<file path="config.mk">
export PLATFORM = sky130hd
export DESIGN_NAME = phase_shift_monitor
export DESIGN_NICKNAME = d
export VERILOG_FILES = /design/src/rtl/phase_shift_monitor.sv
export SDC_FILE = /design/constraint.sdc
export NUM_CORES = 1
export LEC_CHECK = 0
export CORE_MARGIN = 2
export CORE_UTILIZATION = 50
export DETAILED_ROUTE_END_ITERATION = 8
export DONT_BUFFER_PORTS = 1
export PLACE_DENSITY = 0.69
export SLEW_MARGIN = 20
export SYNTH_ARGS = -nofsm -noshare
export SYNTH_HDL_FRONTEND = slang
export SYNTH_SLANG_ARGS = --single-unit
</file>
<file path="constraint.sdc">
create_clock -name clk -period 11.6 [get_ports clk]
set_input_delay 2.32 -clock clk [delete_from_list [all_inputs] [get_ports clk]]
set_output_delay 2.32 -clock clk [all_outputs]
set_load 0.01 [all_outputs]
</file>
<file path="src/rtl/phase_shift_monitor.sv">
// Multi-channel phase checker: measures each channel's rising-edge delay from the
// reference clock in clk ticks and flags deviations from the expected delay.
module phase_shift_monitor #(
  parameter int unsigned NUM_CH         = 4,
  parameter int unsigned CNT_WIDTH      = 12,
  parameter logic [NUM_CH*CNT_WIDTH-1:0] EXPECTED = '0,
  parameter int unsigned TOL            = 2,
  parameter int unsigned SETTLE_PERIODS = 4
) (
  input  logic                          clk,
  input  logic                          rst,
  input  logic                          ref_in,
  input  logic [NUM_CH-1:0]             ch_in,
  input  logic                          LOCKED,
  output logic [NUM_CH*CNT_WIDTH-1:0]   measured,
  output logic [CNT_WIDTH-1:0]          period,
  output logic [NUM_CH-1:0]             valid,
  output logic [NUM_CH-1:0]             fail,
  output logic                          active
);

  localparam int unsigned SET_W = (SETTLE_PERIODS > 1) ? $clog2(SETTLE_PERIODS) : 1;
  localparam logic [SET_W-1:0]     SETTLE_LAST = SET_W'(SETTLE_PERIODS - 1);
  localparam logic [CNT_WIDTH-1:0] CNT_MAX     = '1;
  localparam logic [CNT_WIDTH-1:0] TOL_C       = CNT_WIDTH'(TOL);

  typedef enum logic [1:0] {ST_IDLE, ST_SETTLE, ST_CHECK} state_t;

  state_t state, state_nxt;
  logic [SET_W-1:0] settle_cnt, settle_nxt;

  logic [1:0]        ref_sync;
  logic              ref_prev;
  logic [NUM_CH-1:0] ch_s1, ch_s2, ch_prev;
  logic [1:0]        lock_sync;
  logic              ref_rise, locked_s, win_start;
  logic [NUM_CH-1:0] ch_rise;

  logic [CNT_WIDTH-1:0] per_cnt;
  logic                 per_seen;

  logic [CNT_WIDTH-1:0]        cnt_q   [NUM_CH];
  logic [CNT_WIDTH-1:0]        cnt_d   [NUM_CH];
  logic [CNT_WIDTH-1:0]        cnt_inc [NUM_CH];
  logic [NUM_CH-1:0]           armed_q, armed_d, valid_d, fail_d, over_tol;
  logic [NUM_CH*CNT_WIDTH-1:0] meas_d;

  // Two-flop synchronizers plus edge-detect stage; equal latency on every input
  always_ff @(posedge clk or posedge rst) begin
    if (rst) begin
      ref_sync  <= '0;
      ref_prev  <= 1'b0;
      ch_s1     <= '0;
      ch_s2     <= '0;
      ch_prev   <= '0;
      lock_sync <= '0;
    end else begin
      ref_sync  <= {ref_sync[0], ref_in};
      ref_prev  <= ref_sync[1];
      ch_s1     <= ch_in;
      ch_s2     <= ch_s1;
      ch_prev   <= ch_s2;
      lock_sync <= {lock_sync[0], LOCKED};
    end
  end

  assign ref_rise = ref_sync[1] & ~ref_prev;
  assign ch_rise  = ch_s2 & ~ch_prev;
  assign locked_s = lock_sync[1];

  // FSM state register
  always_ff @(posedge clk or posedge rst) begin
    if (rst) begin
      state      <= ST_IDLE;
      settle_cnt <= '0;
    end else begin
      state      <= state_nxt;
      settle_cnt <= settle_nxt;
    end
  end

  // FSM next state; the last settle rise opens the first measurement window
  always_comb begin
    state_nxt  = state;
    settle_nxt = settle_cnt;
    case (state)
      ST_IDLE: begin
        if (locked_s) begin
          state_nxt  = ST_SETTLE;
          settle_nxt = '0;
        end
      end
      ST_SETTLE: begin
        if (!locked_s) begin
          state_nxt = ST_IDLE;
        end else if (ref_rise) begin
          if (settle_cnt == SETTLE_LAST) state_nxt = ST_CHECK;
          else settle_nxt = settle_cnt + SET_W'(1);
        end
      end
      ST_CHECK: begin
        if (!locked_s) state_nxt = ST_IDLE;
      end
      default: state_nxt = ST_IDLE;
    endcase
  end

  assign win_start = ref_rise && (state_nxt == ST_CHECK);

  // Reference period; the first rise after lock only restarts the count
  always_ff @(posedge clk or posedge rst) begin
    if (rst) begin
      per_cnt  <= '0;
      per_seen <= 1'b0;
      period   <= '0;
    end else begin
      if (ref_rise) per_cnt <= '0;
      else if (per_cnt != CNT_MAX) per_cnt <= per_cnt + CNT_WIDTH'(1);

      if (state == ST_IDLE) begin
        per_seen <= 1'b0;
      end else if (ref_rise) begin
        per_seen <= 1'b1;
        if (per_seen) period <= (per_cnt == CNT_MAX) ? CNT_MAX : per_cnt + CNT_WIDTH'(1);
      end
    end
  end

  // Wrap-aware error: min(d, period - d), falling back to d when period is unknown
  for (genvar g = 0; g < NUM_CH; g++) begin : g_ch
    logic [CNT_WIDTH-1:0] meas_g, exp_g, d, alt;
    logic [CNT_WIDTH:0]   diff, wrap;
    logic                 use_wrap;

    assign meas_g   = measured[g*CNT_WIDTH +: CNT_WIDTH];
    assign exp_g    = EXPECTED[g*CNT_WIDTH +: CNT_WIDTH];
    assign diff     = {1'b0, meas_g} - {1'b0, exp_g};
    assign d        = diff[CNT_WIDTH] ? CNT_WIDTH'(-diff) : diff[CNT_WIDTH-1:0];
    assign wrap     = {1'b0, period} - {1'b0, d};
    assign alt      = wrap[CNT_WIDTH-1:0];
    assign use_wrap = (period != '0) && !wrap[CNT_WIDTH] && (alt < d);
    assign over_tol[g] = (use_wrap ? alt : d) > TOL_C;
    assign cnt_inc[g]  = (cnt_q[g] == CNT_MAX) ? CNT_MAX : cnt_q[g] + CNT_WIDTH'(1);
  end

  // Per-channel window tracking and sticky compare
  always_comb begin
    cnt_d   = cnt_q;
    armed_d = armed_q;
    valid_d = '0;
    fail_d  = fail;
    meas_d  = measured;
    for (int i = 0; i < int'(NUM_CH); i++) begin
      if (valid[i] && over_tol[i]) fail_d[i] = 1'b1;

      if (state_nxt != ST_CHECK) begin
        armed_d[i] = 1'b0;
      end else if (win_start) begin
        if (armed_q[i]) begin
          fail_d[i]                          = 1'b1;
          meas_d[i*CNT_WIDTH +: CNT_WIDTH]   = CNT_MAX;
          valid_d[i]                         = 1'b1;
        end
        cnt_d[i] = '0;
        if (ch_rise[i]) begin
          meas_d[i*CNT_WIDTH +: CNT_WIDTH] = '0;
          valid_d[i]                       = 1'b1;
          armed_d[i]                       = 1'b0;
        end else begin
          armed_d[i] = 1'b1;
        end
      end else if (armed_q[i]) begin
        cnt_d[i] = cnt_inc[i];
        if (ch_rise[i]) begin
          meas_d[i*CNT_WIDTH +: CNT_WIDTH] = cnt_inc[i];
          valid_d[i]                       = 1'b1;
          armed_d[i]                       = 1'b0;
        end else if (cnt_inc[i] == CNT_MAX) begin
          fail_d[i]                        = 1'b1;
          meas_d[i*CNT_WIDTH +: CNT_WIDTH] = CNT_MAX;
          valid_d[i]                       = 1'b1;
          armed_d[i]                       = 1'b0;
        end
      end
    end
  end

  always_ff @(posedge clk or posedge rst) begin
    if (rst) begin
      for (int i = 0; i < int'(NUM_CH); i++) cnt_q[i] <= '0;
      armed_q  <= '0;
      measured <= '0;
      valid    <= '0;
      fail     <= '0;
      active   <= 1'b0;
    end else begin
      cnt_q    <= cnt_d;
      armed_q  <= armed_d;
      measured <= meas_d;
      valid    <= valid_d;
      fail     <= fail_d;
      active   <= (state_nxt == ST_CHECK);
    end
  end

endmodule

</file>
======== After elaboration in Yosys (flattened, before gate mapping) ========
Index checks and enable logic that the tools add are counted.
word-level totals
  register bits ........................... 155
  latch bits .............................. 0
  bits in writable memories ............... 0
  logic and storage cells ................. 246
  output and inout port bits .............. 69
  bits in read-only memories .............. 0
  memories kept ........................... 0
  input port bits ......................... 8
operators by class
  $lt $le $gt $ge ......................... 8
  shift operators ......................... 0
  muxes and demuxes ....................... 136
  reductions and logical operators ........ 44
  bitwise gates (word level) .............. 6
  add/sub/neg operators ................... 10
  multiply operators ...................... 0
  div/mod/pow operators ................... 0
  eq/ne operators ......................... 19
operators with widths
  cell                                                 number
  2-to-1 mux 12 bit                                    43
  == test 12 bit, second input constant                9
  2-to-1 mux 1 bit                                     82
  adder 12 x 1 -> 12 bit, second input constant        5
  subtractor 12 x 12 -> 13 bit                         4
  > comparator 12 x 2 -> 1 bit, second input constant  4
  < comparator 12 bit                                  4
  nonzero test 2 bit                                   11
  2-to-1 mux 2 bit                                     9
  AND reduction 4 bit                                  4
  logical AND 1 bit                                    13
  != test 12 bit, second input constant                1
  nonzero test 12 bit                                  1
  nonzero test 3 bit                                   4
  != test 2 bit, second input constant                 5
  AND reduction 2 bit                                  4
  == test 2 bit, second input constant                 3
  one-hot mux 2 bit (3 select lines)                   1
  AND reduction 5 bit                                  1
  bitwise AND 4 bit                                    1
  logical NOT 1 bit                                    4
  inverter 4 bit                                       1
  one-hot mux 2 bit (2 select lines)                   1
  inverter 1 bit                                       3
  5 further kinds                                      5

======== Logic depth before layout (Yosys ltp) ========
  depth after elaboration ................. 13
  gate-level depth with buffers ........... 17
  depth with buffers taken out ............ 17

======== Worst setup path before layout ========
Ideal clock, no wire load.
  path kind ............................... register -> register
  start ................................... register period[0]
  end ..................................... register fail[1]
  period minus slack after synthesis ...... 3.951 ns
  slack ................................... 7.649 ns
  arrival ................................. 3.825 ns
  stages on the path, launching flop included .. 18
  cell sequence ........................... dfrtp_1 > inv_1 > ha_1 > fa_1 > nor2b_1 > o2111ai_1 > nand3_1 > a31o_1 > a21oi_1 > xnor2_1 > ha_1 > a21oi_1 > nand2_1 > a211o_1 > nor4_1 > nand3_1 > or4_1 > a221o_1
on the way
  cells in the longest elaborated chain, start to end .. 13
RTL lines
  item                                                                  line  text
  start: declaration                                                    16    output logic [CNT_WIDTH-1:0] period,
  start signal: assignment                                              124   if (per_seen) period <= (per_cnt == CNT_MAX) ? CNT_MAX : per_cnt + CNT_WIDTH'(1);
  branches (longest 4 deep; another with subtractor 12 x 12 -> 13 bit)  n/a
  2-to-1 mux 12 bit (*)                                                 142   assign over_tol[g] = (use_wrap ? alt : d) > TOL_C;
  > comparator 12 x 2 -> 1 bit (*)                                      142
  logical AND 1 bit (*)                                                 154   if (valid[i] && over_tol[i]) fail_d[i] = 1'b1;
  2-to-1 mux 1 bit (*)                                                  154
  2-to-1 mux 1 bit                                                      178   end else if (cnt_inc[i] == CNT_MAX) begin
  2-to-1 mux 1 bit                                                      174   if (ch_rise[i]) begin
  2-to-1 mux 1 bit                                                      172   end else if (armed_q[i]) begin
  2-to-1 mux 1 bit                                                      158   end else if (win_start) begin
  2-to-1 mux 1 bit (*)                                                  156   if (state_nxt != ST_CHECK) begin
  net fail_d[1]                                                         45    logic [NUM_CH-1:0] armed_q, armed_d, valid_d, fail_d, over_tol;
  end signal: assignment                                                201   fail <= fail_d;
  end: declaration                                                      18    output logic [NUM_CH-1:0] fail,
Mark *: on every way through the listed nets, which the timed path passes.
A chain may end at the register's enable or synchronous reset.

======== Worst setup path in the final report ========
Ends and elaborated chain as after synthesis.

==> flow_metrics.py <==
metrics = {
    "layout": {
        "nets": 1319,
        "fillers": 1965,
        "multi_input_area_um2": 6500,
        "syn_to_final_growth_pct": 6.59,
        "n_antenna_cell": 0,
        "final_cell_count_no_fill": 1493,
        "fin_area_um2": 11600,
        "regArea_um2": 3880,
        "drive_gt1_share_pct": 5.67,
    },
    "setup_path": {
        "crit_family": "simple AND/OR/NAND/NOR gates",
        "reg2reg_from": "period[0]",
        "crit_buf_inv": 1,
        "path_class": "reg -> reg",
        "r2r_slack_ns": 7.11,
        "worst_ep_required_time_ns": 11.91,
        "r2r_end": "fail[1]",
        "crit_path_start_kind": "register",
        "end_kind": "register",
        "max_stage_delay_ns": 0.56,
        "worst-endpoint-arrival_ns": 4.80,
        "cp_max_fo": 7,
        "reg2reg_depth": 17,
        "crit_chain": "inv_1, ha_1, fa_1, nor2b_1, o2111ai_1, nand3_1, a31o_1, a21oi_1, xnor2_1, ha_1, a21oi_1, nand2_1, a211o_1, nor4_1, nand3_1, or4_1, a221o_1",
        "crit_cells": 17,
        "cp-startpoint": "period[0]",
        "crit_end": "fail[1]",
        "cp_slowest_cell": "dfrtp_1",
    },
    "timing": {
        "fin_crit_sh_pct": 38.7,
        "setup_tns_ns": 0,
        "max-slew-margin-rel_pct": 23.9,
        "worstMarginPinSlew_ns": 1.14,
        "rsz0062_at_grt": "no",
        "setup_viol": 0,
        "fmax_ghz": 0.223,
        "finalClockSkew_ns": 0.0134,
        "drv_slew": 0,
        "hold_violations": 0,
        "worst_slack_ns": 7.11,
        "fin_crit_ns": 4.49,
    },
    "worst_hold_path": {
        "hp-class": "reg -> reg",
        "whs_path_depth": 0,
    },
    "yosys": {
        "synth_area_leaders": "dfrtp_1 (36%), ha_1 (12%), nor2_1 (4.9%)",
        "seq_area_frac_synth_pct": 35.7,
        "yosysMostFrequentCell": "dfrtp_1",
        "synthAdderAreaFrac_pct": 12.5,
        "ys.flop_type": "dfrtp_1",
        "synth-simple-area-share_pct": 19.9,
        "syn-instance-count": 1230,
        "avgSynthCellArea_um2": 8.84,
        "synthArstFlopShare_pct": 100,
        "ys.warnings.count": 0,
        "synth.mux.area_fraction_pct": 0.932,
        "synth_compound_area_share_pct": 21.0,
        "synth_top_family_by_area": "compound AO/OA/AOI/OAI gates",
        "synth_commonest_cells": "dfrtp_1 (155), nor2_1 (143), ha_1 (102), a21oi_1 (83), nand2_1 (82)",
        "synth_edf_count": 0,
        "syn_area_um2": 10900,
        "synthXorXnorAreaFrac_pct": 5.39,
        "ys_seq_elements": 155,
        "synth_top_cell_area_share_pct": 35.7,
        "synth_top_area_cell": "dfrtp_1",
        "syn_nets": 1344,
        "ys_types": 80,
    },
    "global_routing": {
        "grt_pass1_wl_mm": 45.8,
        "grt.total_usage_pct": 25.4,
        "antenna_found_initial": 0,
        "overflow": 0,
        "grt_pass1_vias": 8737,
        "grt_max_degree": 95,
    },
    "clocking": {
        "cts-root-buf": "clkbuf_16",
        "cts_resized": 0,
        "cts_buffers": 17,
        "cts_max_path_buffers": 2,
        "postCtsSetupBuffers": 0,
        "worstSkewPairLatency_ns": 0.43,
        "cts_hold_buf": 0,
        "cts_tree": "yes",
        "h-tree-depth": 4,
        "cts.sinks": 155,
        "clkSlewWorstSetupHoldPaths_ns": 0.07,
    },
    "detailed_routing": {
        "drcViolationCount": 0,
        "wl_met2_mm": 12.9,
        "viasPerCell": 6.05,
        "routedLengthMet1_mm": 13.1,
        "via_count": 9027,
        "wl_per_cell_um": 18.9,
        "highest_layer": "met4",
        "routed_wl_mm": 28.1,
        "drtIter0Drc": 534,
        "drt_first_pass_iters": 5,
        "route.met3.wl_mm": 1.74,
        "ant_nets": 0,
    },
    "placement": {
        "place_hpwl_mm": 20.7,
        "place_inst": 1461,
        "place_congestion": 0.921,
        "postPlaceCellArea_um2": 11000,
        "port_buffers": 0,
        "dp_slack_ns": 7.13,
    },
    "floorplan": {
        "die_h_um": 152,
        "initial_utilization_pct": 51.3,
        "ios": 77,
        "rows": 53,
        "die-area_um2": 23000,
        "core_um2": 21200,
        "die_w_um": 152,
    },
    "power": {
        "power_frac_comb_pct": 44.5,
        "leakagePower_nw": 4.92,
        "p_sw_mw": 0.763,
        "seqPwrFrac_pct": 28.8,
        "power_mw": 2.03,
        "pwr-share-clk_pct": 26.7,
        "internal-power_mw": 1.27,
        "p_per_area_nw_per_um2": 175,
        "switching_share_pct": 37.5,
        "peakVddDrop_v": 0.000123,
    },
    "job": {
        "cap_violations": 0,
    },
    "outcome": {
        "status": "finished clean",
    },
}
-- cell families after synthesis --
logic type	after synthesis
adders and majority gates	106
AOI/OAI and AO/OA	336
DFF	155
and+or+nand+nor	439
buffers and inverters	117
xor gates and xnor gates	67
muxes	10
-- placed cells by master, fill, tap and decap left out, types with 8 or more instances in the layout --
master | netlist | layout
a21oi_1 | 83 | 83
xnor2_1 | 42 | 42
nand3_1 | 42 | 42
mux2i_1 | 9 | 9
nor2b_1 | 18 | 17
xor2_1 | 25 | 25
nor2_1 | 143 | 142
a31oi_1 | 10 | 10
nand3b_1 | 9 | 9
clkbuf_16 | 0 | 17
and2_1 | 9 | 9
dfrtp_1 | 155 | 155
o21ai_0 | 75 | 75
a2bb2oi_1 | 11 | 11
nand4_1 | 18 | 18
a21o_1 | 13 | 13
nand2b_1 | 19 | 19
o22a_1 | 11 | 11
nand2_1 | 82 | 82
inv_1 | 68 | 67
ha_1 | 102 | 102
o211ai_1 | 9 | 9
a211oi_1 | 17 | 17
o21a_1 | 31 | 31
a311oi_1 | 8 | 8
nor3_1 | 35 | 35
nor4_1 | 22 | 22
-- per-stage QoR --
stage	hold WS [ns]	utilization, %
2_1_floorplan	0.331	-
3_3_place_gp	0.335	51.9
3_5_place_dp	0.336	51.9
4_1_cts	0.348	54.6
5_1_grt	0.356	54.6
6_report	0.347	54.6
-- per-layer routing --
layer,vias to the layer above,GRT usage (%)
met4,0,6.06
met3,24,5.72
met1,4365,35.2
met2,214,40.7
met5,-,0
li1,4424,-
-- how the worst min path moves through the flow --
stage	from	end	slack [ns]
2_1_floorplan	ch_s1[0]	ch_s2[0]	0.33
3_3_place_gp	ch_s1[3]	ch_s2[3]	0.33
3_5_place_dp	ch_s1[2]	ch_s2[2]	0.34
4_1_cts	ch_s1[1]	ch_s2[1]	0.35
5_1_grt	ch_s1[2]	ch_s2[2]	0.36
6_report	ch_s1[1]	ch_s2[1]	0.35
-- power by group through the flow --
stage               sequential (mW)  combinational, mW  clock [mW]
floorplan                     0.584              0.712           0
global placement              0.594              0.883           0
detailed placement            0.595              0.889           0
CTS                           0.585              0.899       0.552
global route                  0.588               1.03       0.575
finish                        0.585              0.906       0.543
-- registers in the layout (all words and copies together) (netlist names), 4 cells and up --
name      count
fail          4
armed_q       4
ch_prev       4
cnt_q        48
valid         4
ch_s2         4
period       12
measured     48
per_cnt      12
ch_s1         4
-- final cells by class --
class | instances | share of cell area, %
inverters | 68 | 2.24
repair buffers | 5 | 0.324
flip-flops and latches | 155 | 33.5
multi-input cells | 958 | 56.1
clock buffers | 19 | 3.82
well taps | 275 | 2.97
clock inverters | 13 | 1.12
No activity file was read; power rests on OpenSTA's default activity.
==> RTL change 1 (same settings) <==
`SETTLE_PERIODS`: 4 -> 2.
--- a/src/rtl/phase_shift_monitor.sv
+++ b/src/rtl/phase_shift_monitor.sv
@@ -6,5 +6,5 @@
   parameter logic [NUM_CH*CNT_WIDTH-1:0] EXPECTED = '0,
   parameter int unsigned TOL            = 2,
-  parameter int unsigned SETTLE_PERIODS = 4
+  parameter int unsigned SETTLE_PERIODS = 2
 ) (
   input  logic                          clk,
Behaviour: same outputs for any inputs over 4 cycles, from zero or initial values and one cycle with rst high; that may be too few to reach the edited logic, so the function may still have changed.
==> RTL change 1 against the original RTL <==
  * Worst setup slack worse by 0.46 ns
  * Largest power group unchanged
  * Critical path type unchanged
  * Synthesized area down 2.0%
  * Power up 3.5%
  * Sequential share of layout area up 0.17 points
  * Design area down 1.2%
  * Sequential cell count down 1
  * Wire length up 1.3%
  * Critical path depth unchanged
  * Fmax down 9.2%
  * Worst hold slack better by 0.0028 ns
==> RTL change 1: results <==
metrics = {
    "worst_hold_path": {
        "min_from": "ch_s1[1]",
    },
    "logic_synthesis": {
        "ys_top_cells_by_area": "dfrtp_1 36%, ha_1 12%, a21oi_1 4.6%",
        "synth_fa_ha_area_frac": 0.126,
        "synth_seq_area_share": 0.362,
        "synth_mux_area_frac": 0.0134,
        "synthTopCellsByCount": "154 x dfrtp_1, 128 x nor2_1, 101 x ha_1",
        "synth_xor_area_frac": 0.0493,
        "synth_cell_types": 79,
        "syn_inst": 1193,
        "synthesis.area_um2": 10700,
        "yosys_warnings": 0,
        "synth_compound_area_frac": 0.209,
    },
    "grt": {
        "antenna_found_initial": 0,
        "grt_usage": 0.262,
        "grt_pass1_wl_um": 46400,
        "grt_max_degree": 83,
        "first_global_vias": 8772,
    },
    "final_layout": {
        "final_layout_size_suffix_gt1_frac": 0.0531,
        "nets": 1287,
    },
    "critical_path": {
        "r2r-end": "fail[2]",
        "reg2reg_slack_ns": 6.65,
        "ff2ff_path_depth": 17,
        "arrival_ns": 5.23,
        "cp_max_fo": 8,
    },
    "placement": {
        "place.gp.congestion": 0.898,
        "port_buffers": 0,
        "dp_hpwl_um": 20700,
    },
    "sta": {
        "fin_skew_ns": 0.0135,
        "worst_slew_pin_slew_ns": 0.950,
    },
    "power_and_ir_drop": {
        "leakagePower_uw": 0.00503,
        "irDropWorstVdd_mv": 0.111,
    },
    "clock_tree": {
        "cts.reportedPaths.clkPinSlew_ns": 0.06,
        "cts_resized": 0,
        "cts-buffers-inserted": 17,
        "h-tree-depth": 4,
        "cts_setup_buffers": 0,
    },
    "run_status": {
        "outcome": "finished, final reports clean",
    },
    "run": {
        "cap_violations": 0,
    },
    "detailed_routing": {
        "drt_iter0_markers": 596,
        "viasPerCell": 6.14,
        "wirelength_um": 28500,
    },
}
==> RTL change 1: cell count changes in the layout (fill, tap and decap cells not counted), sizes merged, moves of 10 or more <==
cell	delta
nand2	-22
o22a	+16
xor2	+10
nor3	-12
a2bb2oi	-14
and3	+17
xnor2	-17
nor2	-16
o21ai	-20
a21oi	+14
==> RTL change 1: cell type report <==
type / count / area [µm²]
clock inverters: 10 / 108
fillers: 1960 / 9490
repair buffers: 3 / 22.5
flip-flops and latches: 154 / 3850
multi-input cells: 926 / 6380
inverters: 72 / 275
well taps: 275 / 344
clock buffers: 22 / 474
==> RTL change 1: cell families (layout without fill, tap and decap cells) <==
kind of cell / after synthesis / after routing
buffers and inverters: 113 / 107
AND/OR/NAND/NOR: 416 / 416
adder cells (fa/ha/maj): 105 / 105
AO/OA/AOI/OAI: 331 / 331
multiplexers: 14 / 14
flip-flops: 154 / 154
XOR/XNOR: 60 / 60
==> RTL change 1: worst max-delay path, cell delays in order (launching register included) <==
cell and delay, ns:
dfrtp_1 0.59, inv_1 0.19, ha_1 0.25, fa_1 0.40, and2b_4 0.28, o2111ai_1 0.12
nand4b_1 0.16, a31o_2 0.16, a21oi_1 0.07, xnor2_1 0.23, ha_1 0.29, and4_1 0.23
a2111oi_2 0.35, nand3_1 0.10, or3_2 0.43, or4_1 0.55, o41ai_2 0.25, o311ai_1 0.17
==> RTL change 1: stage by stage <==
step	hold slack [ns]	cells
final	0.350	1462
after global placement	0.334	1430
after global routing	0.353	1462
after floorplan	0.331	1193
after detailed placement	0.337	1430
after CTS	0.353	1462
==> RTL change 1: report_power, final <==
part | switching [µW] | internal [µW] | total, µW
registers | 40.1 | 555 | 595
clock network | 235 | 317 | 551
logic | 514 | 446 | 960
==> RTL change 1: worst max-delay path by stage <==
stage	cells after the start	slack, ns	startpoint	to
global route	17	6.41	period[0]	fail[2]
global placement	17	6.80	period[0]	fail[2]
floorplan	1	5.13	rst	active
finish	17	6.65	period[0]	fail[2]
CTS	17	6.70	period[0]	fail[2]
detailed placement	17	6.72	period[0]	fail[2]
==> RTL change 1: routing by layer <==
metal  GRT usage  vias to the layer above  part of all wire
li1            -                     4337                 -
met1       0.349                     4362              0.44
met2       0.427                      244              0.48
met3      0.0552                       34             0.066
met4      0.0811                        0             0.017
met5           0                        -                 0
==> RTL change 2 (config.mk and constraints unchanged) <==
Without the edit above. Re-encode `state_t` (3 states) as one-hot, 3 bits wide.
--- a/src/rtl/phase_shift_monitor.sv
+++ b/src/rtl/phase_shift_monitor.sv
@@ -25,5 +25,5 @@
   localparam logic [CNT_WIDTH-1:0] TOL_C       = CNT_WIDTH'(TOL);
 
-  typedef enum logic [1:0] {ST_IDLE, ST_SETTLE, ST_CHECK} state_t;
+  typedef enum logic [2:0] {ST_IDLE = 3'b001, ST_SETTLE = 3'b010, ST_CHECK = 3'b100} state_t;
 
   state_t state, state_nxt;
Function: same outputs for any inputs over 4 cycles, from zero or initial values and one cycle with rst high; so few cycles prove little.
==> RTL change 2 against the original RTL <==
  * Synthesized cell count up 9.4%
  * Design area up 6.6%
  * Sequential cell count up 1
  * Synthesized area up 6.4%
  * Power up 13%
  * Worst setup slack better by 0.27 ns
  * First-iteration DRC count up 48%
  * Wire length up 9.1%
  * Largest power group unchanged
  * Highest routed layer unchanged
==> RTL change 2: results <==
metrics = {
    "clock_tree": {
        "cts.reportedPaths.clkPinSlew_ns": 0.06,
        "cts_resized": 0,
        "cts_buffer_depth": 2,
        "clk_latency_ns": 0.43,
        "h-tree-depth": 4,
        "cts-root-buf": "clkbuf_16",
    },
    "logic_synthesis": {
        "async_flop_share": 1.00,
        "avgSynthCellArea_um2": 8.60,
        "ys_top_cells_by_area": "dfrtp_1 34%, ha_1 11%, a21oi_1 4.6%",
        "syn-num-nets": 1460,
        "synth_cell_types": 84,
        "yosys_warnings": 0,
        "synthTopCellsByCount": "155 x dfrtp_1, 132 x nor2_1, 107 x a21oi_1",
        "synthesis.area_um2": 11600,
        "synth_seq_area_share": 0.337,
    },
    "power_and_ir_drop": {
        "p_sw_uw": 875,
        "irDropWorstVdd_mv": 0.119,
        "leakagePower_uw": 0.00534,
    },
    "sta": {
        "fin_skew_ns": 0.0113,
        "period_share": 0.364,
        "slew_violations": 0,
        "setup_viol": 0,
        "worst_slew_pin_slew_ns": 0.868,
    },
    "placement": {
        "place_ws_ns": 7.48,
        "port_buffers": 0,
        "dp_cells": 1585,
        "dp_hpwl_um": 22400,
        "place.gp.congestion": 0.916,
        "dpl_cell_area_um2": 11700,
    },
    "detailed_routing": {
        "wirelength_um": 30700,
        "drt_iter0_markers": 788,
        "viasPerCell": 6.34,
        "dr.pass1.iters": 5,
        "wl_per_cell_um": 19.0,
    },
    "critical_path": {
        "r2r_start": "period[0]",
        "arrival_ns": 4.52,
        "cp_max_fo": 8,
        "ff2ff_path_depth": 16,
        "critPathSlowestCell": "or4b_2",
        "reg2reg_slack_ns": 7.38,
        "critPathMaxStageDelay_ns": 0.58,
        "crit_end": "fail[2]",
        "critPathTopFamily": "simple AND/OR/NAND/NOR gates",
        "cp-start-kind": "flop",
    },
    "worst_hold_path": {
        "hold_path.class": "reg2reg",
    },
    "grt": {
        "grt_pass1_wl_um": 49900,
        "grt_usage": 0.256,
        "grt_max_degree": 90,
        "first_global_vias": 9622,
        "antenna_found_initial": 0,
    },
    "final_layout": {
        "antenna_cells": 0,
        "final_layout_size_suffix_gt1_frac": 0.0601,
        "reg.largest.list": "cnt_q x48, measured x48",
        "nets": 1433,
    },
    "run_status": {
        "outcome": "finished, final reports clean",
    },
}
RTL change 2: worst min-delay path by stage:
stage / startpoint / end / slack (ns) / cells past startpoint
global route: ch_s1[3] / ch_s2[3] / 0.35 / 0
finish: ch_s1[2] / ch_s2[2] / 0.35 / 0
CTS: ch_s1[0] / ch_s2[0] / 0.35 / 0
global placement: ch_s1[2] / ch_s2[2] / 0.33 / 0
detailed placement: ch_s1[0] / ch_s2[0] / 0.33 / 0
floorplan: ch_s1[0] / ch_s2[0] / 0.33 / 0
RTL change 2: logic make-up (layout without fill, tap and decap cells):
logic type	after synthesis	count (layout)	synth area share
AND/OR/NAND/NOR	494	494	0.217
buffers and inverters	142	128	0.0533
flip-flops	156	156	0.337
multiplexers	8	8	0.00735
adder cells (fa/ha/maj)	106	106	0.117
AO/OA/AOI/OAI	388	388	0.228
XOR/XNOR	52	52	0.0394
RTL change 2: per-layer routing:
layer | vias to the layer above | wire [µm] | track usage
met1 | 4974 | 14100 | 0.352
met3 | 44 | 2160 | 0.0608
met2 | 310 | 13800 | 0.401
met5 | - | 0 | 0
li1 | 4921 | - | -
met4 | 0 | 647 | 0.0795
RTL change 2: final cells by class:
class                   instances  area, µm²
fillers                      2089      10300
multi-input cells            1048       7080
flip-flops and latches        156       3910
clock buffers                  18        429
well taps                     285        357
inverters                      89        339
clock inverters                14        195
repair buffers                  7       52.6
RTL change 2: power groups by stage:
| stage | registers (µW) | clock network (µW) | logic [µW] |
|---|---|---|---|
| after CTS | 599 | 605 | 1090 |
| final | 600 | 594 | 1100 |
| after global routing | 602 | 631 | 1240 |
| after global placement | 608 | 0 | 1070 |
| after detailed placement | 609 | 0 | 1080 |
| after floorplan | 595 | 0 | 864 |
